### config.mk
export PLATFORM = sky130hd
export DESIGN_NAME = imem_loader
export DESIGN_NICKNAME = d
export VERILOG_FILES = /design/src/rtl/loader_pkg.sv /design/src/rtl/loader_checksum.sv /design/src/rtl/imem_loader.sv
export SDC_FILE = /design/constraint.sdc
export NUM_CORES = 1
export LEC_CHECK = 0
export ABC_CLOCK_PERIOD_IN_PS = 1900
export CORE_MARGIN = 2
export CORE_UTILIZATION = 48
export DETAILED_ROUTE_END_ITERATION = 10
export PLACE_DENSITY = 0.82
export SLEW_MARGIN = 10
export SYNTH_ARGS = -nofsm -noshare
export SYNTH_HDL_FRONTEND = slang
export SYNTH_HIERARCHICAL = 1
export SYNTH_SLANG_ARGS = --single-unit
### constraint.sdc
create_clock -name clk -period 1.9 [get_ports clk]
set_clock_uncertainty 0.1 [all_clocks]
set_input_delay 0.38 -clock clk [delete_from_list [all_inputs] [get_ports clk]]
set_output_delay 0.38 -clock clk [all_outputs]
set_load 0.02 [all_outputs]
### src/rtl/loader_pkg.sv
// rtl/loader_pkg.sv - shared constants, state encoding and count decode for the program loaders
package loader_pkg;

  localparam int         ADDR_W               = 8;
  localparam int         INSTR_W              = 16;
  localparam logic [7:0] SYNC_BYTE            = 8'hA5;
  localparam bit         COUNT_ZERO_MEANS_256 = 1'b1;

  typedef enum logic [2:0] {
    ST_IDLE,
    ST_COUNT,
    ST_HI,
    ST_LO,
    ST_WRITE,
    ST_CHECK,
    ST_DONE,
    ST_ERROR
  } state_e;

  // A count byte of zero stands for a full 256-word image.
  function automatic logic [ADDR_W:0] decode_count(input logic [7:0] n);
    if (COUNT_ZERO_MEANS_256 && (n == 8'd0)) begin
      return (ADDR_W+1)'(256);
    end
    return (ADDR_W+1)'(n);
  endfunction

endpackage

### src/rtl/loader_checksum.sv
// rtl/loader_checksum.sv - running XOR checksum with clear, accumulate and compare
module loader_checksum
  import loader_pkg::*;
(
  input  logic       clk,
  input  logic       rst_n,
  input  logic       clr_i,
  input  logic [7:0] init_i,
  input  logic       acc_i,
  input  logic [7:0] byte_i,
  output logic [7:0] sum_o,
  output logic       match_o
);

  logic [7:0] sum_q;

  // Clear seeds the sum with the first covered byte; accumulate folds in each later byte.
  always_ff @(posedge clk or negedge rst_n) begin
    if (!rst_n) begin
      sum_q <= 8'd0;
    end else if (clr_i) begin
      sum_q <= init_i;
    end else if (acc_i) begin
      sum_q <= sum_q ^ byte_i;
    end
  end

  assign sum_o   = sum_q;
  assign match_o = (byte_i == sum_q);

endmodule

### src/rtl/imem_loader.sv
// rtl/imem_loader.sv - framed byte stream loader that writes instruction memory and gates the CPU
module imem_loader
  import loader_pkg::*;
(
  input  logic               clk,
  input  logic               rst_n,
  input  logic [7:0]         byteIn,
  input  logic               byteValid,
  output logic               byteReady,
  output logic [ADDR_W-1:0]  imemWrAddr,
  output logic [INSTR_W-1:0] imemWrData,
  output logic               imemWrEn,
  output logic               cpuHold,
  output logic               loadDone,
  output logic               loadError,
  output logic [ADDR_W:0]    wordsLoaded
);

  state_e             state_q, state_d;
  logic [ADDR_W:0]    count_q, count_d;
  logic [ADDR_W:0]    words_q, words_d;
  logic [ADDR_W-1:0]  addr_q,  addr_d;
  logic [7:0]         hi_q,    hi_d;
  logic [INSTR_W-1:0] data_q,  data_d;
  logic               done_q,  done_d;
  logic               err_q,   err_d;
  logic               hold_q,  hold_d;

  logic               xfer;
  logic               cs_clr;
  logic               cs_acc;
  logic               cs_match;
  logic [7:0]         cs_sum;

  assign byteReady = (state_q != ST_WRITE);
  assign xfer      = byteValid && byteReady;

  loader_checksum u_checksum (
    .clk     (clk),
    .rst_n   (rst_n),
    .clr_i   (cs_clr),
    .init_i  (byteIn),
    .acc_i   (cs_acc),
    .byte_i  (byteIn),
    .sum_o   (cs_sum),
    .match_o (cs_match)
  );

  // Frame sequencing: sync, count, hi/lo byte pairs with a write slot after each, checksum.
  always_comb begin
    state_d = state_q;
    count_d = count_q;
    words_d = words_q;
    addr_d  = addr_q;
    hi_d    = hi_q;
    data_d  = data_q;
    done_d  = done_q;
    err_d   = err_q;
    hold_d  = hold_q;
    cs_clr  = 1'b0;
    cs_acc  = 1'b0;
    unique case (state_q)
      ST_IDLE: begin
        if (xfer && (byteIn == SYNC_BYTE)) state_d = ST_COUNT;
      end
      ST_COUNT: begin
        if (xfer) begin
          count_d = decode_count(byteIn);
          cs_clr  = 1'b1;
          addr_d  = '0;
          words_d = '0;
          state_d = ST_HI;
        end
      end
      ST_HI: begin
        if (xfer) begin
          hi_d    = byteIn;
          cs_acc  = 1'b1;
          state_d = ST_LO;
        end
      end
      ST_LO: begin
        if (xfer) begin
          data_d  = {hi_q, byteIn};
          cs_acc  = 1'b1;
          state_d = ST_WRITE;
        end
      end
      ST_WRITE: begin
        addr_d  = addr_q + ADDR_W'(1);
        words_d = words_q + (ADDR_W+1)'(1);
        state_d = (words_d == count_q) ? ST_CHECK : ST_HI;
      end
      ST_CHECK: begin
        if (xfer) begin
          if (cs_match) begin
            state_d = ST_DONE;
            done_d  = 1'b1;
            hold_d  = 1'b0;
          end else begin
            state_d = ST_ERROR;
            err_d   = 1'b1;
          end
        end
      end
      ST_DONE, ST_ERROR: begin
        if (xfer && (byteIn == SYNC_BYTE)) begin
          state_d = ST_COUNT;
          done_d  = 1'b0;
          err_d   = 1'b0;
          hold_d  = 1'b1;
        end
      end
      default: state_d = ST_IDLE;
    endcase
  end

  // State and datapath registers; memory contents are outside and survive reset.
  always_ff @(posedge clk or negedge rst_n) begin
    if (!rst_n) begin
      state_q <= ST_IDLE;
      count_q <= '0;
      words_q <= '0;
      addr_q  <= '0;
      hi_q    <= '0;
      data_q  <= '0;
      done_q  <= 1'b0;
      err_q   <= 1'b0;
      hold_q  <= 1'b1;
    end else begin
      state_q <= state_d;
      count_q <= count_d;
      words_q <= words_d;
      addr_q  <= addr_d;
      hi_q    <= hi_d;
      data_q  <= data_d;
      done_q  <= done_d;
      err_q   <= err_d;
      hold_q  <= hold_d;
    end
  end

  assign imemWrEn    = (state_q == ST_WRITE);
  assign imemWrAddr  = addr_q;
  assign imemWrData  = data_q;
  assign cpuHold     = hold_q;
  assign loadDone    = done_q;
  assign loadError   = err_q;
  assign wordsLoaded = words_q;

endmodule

==> results of run 1 <==
per-layer routing:
layer  vias up  share of wire (%)  GRT usage, %
met3        12                5.2          6.39
li1       1234                  -             -
met2        89                 50          36.0
met1      1294                 43          27.5
met4         0                1.3          6.06
met5         -                  0             0
cell usage after synthesis (3+ instances only):
cell,n
mux2_2,24
dfrtp_1,63
xor2_1,12
nand4_1,9
nor2_1,17
a21oi_1,4
clkbuf_8,3
clkbuf_1,3
a22oi_1,3
nand3_1,10
inv_1,3
and3_1,4
o21ai_1,8
xnor2_1,16
nand2_1,69
buf_2,3
o21ai_0,25
cells by family (layout without fill, tap and decap cells):
| family | count (synthesis) | in the layout |
|---|---|---|
| and+or+nand+nor | 121 | 121 |
| DFF | 64 | 64 |
| AOI/OAI and AO/OA | 50 | 50 |
| xor gates and xnor gates | 29 | 29 |
| muxes | 25 | 25 |
| buffers and inverters | 17 | 111 |
| adders and majority gates | 2 | 2 |
critical path, delay by kind of cell, from the launching register on:
kind,cells,cell delay (ps)
DFF,1,420
and+or+nand+nor,3,440
AOI/OAI and AO/OA,2,550
xor gates and xnor gates,1,120
adders and majority gates,1,170
per-stage QoR:
step / power, mW / instances / setup TNS (ps) / cell area (um2)
final: 6.52 / 479 / -8.66 / 4180
after global routing: 6.96 / 479 / -26.8 / 4180
after CTS: 6.53 / 479 / 0 / 4150
after detailed placement: 5.46 / 462 / -8390 / 3960
after global placement: 5.32 / 462 / -6200 / 3960
after floorplan: 4.23 / 308 / 0 / 3140
registers in the layout, summed over array words and instances, names as in the netlist:
signal / flops
u_checksum/sum_o: 8
imemWrAddr: 8
loadDone: 1
state_q: 3
cpuHold: 1
loadError: 1
imemWrData: 16
wordsLoaded: 9
count_q: 9
hi_q: 8
cell usage in the layout (no fill, tap or decap), drive strengths merged, types with 12 or more instances in the layout:
cell type / netlist / layout
clkbuf: 6 / 14
buf: 7 / 43
dfrtp: 63 / 63
nor2: 18 / 18
clkdlybuf4s50: 0 / 35
nand2: 70 / 70
xnor2: 17 / 17
o21ai: 33 / 33
xor2: 12 / 12
mux2: 24 / 24
report_power, final:
group,total [mW],internal (mW),switching (mW)
logic,3.00,1.49,1.51
registers,2.43,1.98,0.454
clock network,1.09,0.580,0.514
path summary, 6_finish.rpt:
path,startpoint,to,slack [ps]
setup / recovery,wordsLoaded[1],state_q[1],-9
hold / removal,count_q[5],count_q[5],400
setup reg to reg,wordsLoaded[1],state_q[1],-9
hold reg to reg,count_q[5],count_q[5],400
max in group asynchronous,rst_n,cpuHold,910
min in group asynchronous,rst_n,wordsLoaded[2],480
layout make-up:
type	instances	area share, %
clock buffers	14	4.13
clock inverters	2	0.299
inverters	4	0.359
multi-input cells	227	34.6
flip-flops and latches	64	38.5
well taps	77	2.30
repair buffers	91	19.9
timing repair:
| item | 4_1_cts | 5_1_grt |
|---|---|---|
| hold buffers | 1 | 0 |
| hold endpoints to repair | 63 | 0 |
| gates resized for setup | 14 | 11 |
| pin swaps | 3 | 4 |
| endpoints found under the setup margin | 14 | 6 |
==> results.md, run 1 <==
* Clk sink count at 64
* Place WS at -267 ps
* H-tree levels at 3
* PwrDens at 1560 nW/um2
* Worst slew margin at 71.6%
* Synth Area in XOR/XNOR at 8.38%
* CTS tree: built
* Starting Density at 49.4%
* CP max stage cell: dfrtp_2
* Mean Syn Cell Area at 10.1 um2
* Pleak at 1.90 nW
* Area contributors post-synth: dfrtp_1 51%, mux2_2 8.7%, nand2_1 8.3%
* Post-DRT Antenna Nets at 0
* Asr flop ratio synth at 100%
* I/O pins at 49
* Ys Warns at 6
* Post-synthesis compound-gate area fraction at 9.18%
* Initial antenna violation count at 0
* Vias in the first global route at 2,571
* Reg2Reg Depth at 7
* Share of cells above drive strength 1 at 26.1%
* DR vias/cell at 5.49
* Cell mode on critical path: and3_4
* Die Area at 7160 um2
* First-pass GRT wire length at 12,300 um
* Row count at 29
* Core ar. at 6310 um2
* CTS max path bufs at 2
* Register Area at 1610 um2
* Layout net count at 410
* Drt total wl at 7130 um
* Die width at 84.6 um
* Netlist cell types at 44
* CTS buffer count at 9
* Main combinational cell family by area after synthesis: simple AND/OR/NAND/NOR gates
* Clk_lat worst skew at 340 ps
* Slack of the critical path at -8.66 ps
* Hold Path Depth at 2
* Proportion of synthesized area in mux cells at 8.98%
* CP required at 2040 ps
* Final hold violations at 0
* Worst-path clk slew at 70 ps
* Critical Path Start Type: flip-flop
* Slew @ Worst Pin at 426 ps
* Final Critical Period at 1910 ps
* Setup violators final at 1
* Area growth syn-to-layout at 34.0%
* Root buffer cell: clkbuf_8
* Min-Delay Path Class: reg -> reg
* Total gr overflow at 0
* DR pass1 iterations at 4
* Worst-path cell chain: ha_4 -> and3_4 -> and3_4 -> xnor2_2 -> nand4_1 -> a211o_1 -> a21o_1
* Footprint of the multi-input gates at 1450 um2
* Post-Synth Simple-Gate Area at 17.4%
* Worst setup EP type: flip-flop
* Final design utilization at 66.3%
* VDD IR max at 1060 uV
* CP Max Fanout at 3
* Total GRT Usage at 21.6%
* MaxCap Viol Count at 0
* Largest net degree at the start of global routing at 65
* Syn_nets at 321
* Post-CTS Setup Inserts at 0
* Synthesized area at 3120 um2
* Worst Path Arrival at 2040 ps
* Post-DP HPWL at 5030 um
* Status: complete, but fails checks
* RSZ-0062 raised after global routing: true
* DIE HEIGHT at 84.6 um
* Via count at 2,629
* Post-synthesis cell count at 308
* Filler cells at 509
* DR DRC count at 0
* Iter 0 DRT Violations at 84
* #FFs+latches synth at 64
* Violated checks: negative setup slack
* Sequential element share of the synthesized area at 51.4%
* RePlAce Congestion at 0.897
* CP Class: reg -> reg
* Critical path's largest stage delay at 420 ps
* FMAX at 524 MHz
* Hold_ws at 397 ps
* Top FF cell, synth: dfrtp_1
* Port Buf Inserts at 48
* Final Max Slew Viols at 0
* Routed len/inst at 14.9 um
* Yosys top cell area share at 50.5%
* EDFF count, synth at 0
* Post-synth top area cell: dfrtp_1
* N_diodes at 0
* Adder-cell share of the synthesized area at 0.802%
* Final period util at 100%
No activity file was read; power rests on OpenSTA's default activity.
==> inputs of run 2 (changes only) <==
CTS_CLUSTER_SIZE = 20   (was unset)
==> results of run 2 <==
Final layout, timing and power as in run 1 (identical DEF).
==> inputs of run 3 (changes only) <==
HOLD_SLACK_MARGIN = 0.08   (was unset)
==> results of run 3 <==
Final layout, timing and power as in run 1 (identical DEF).
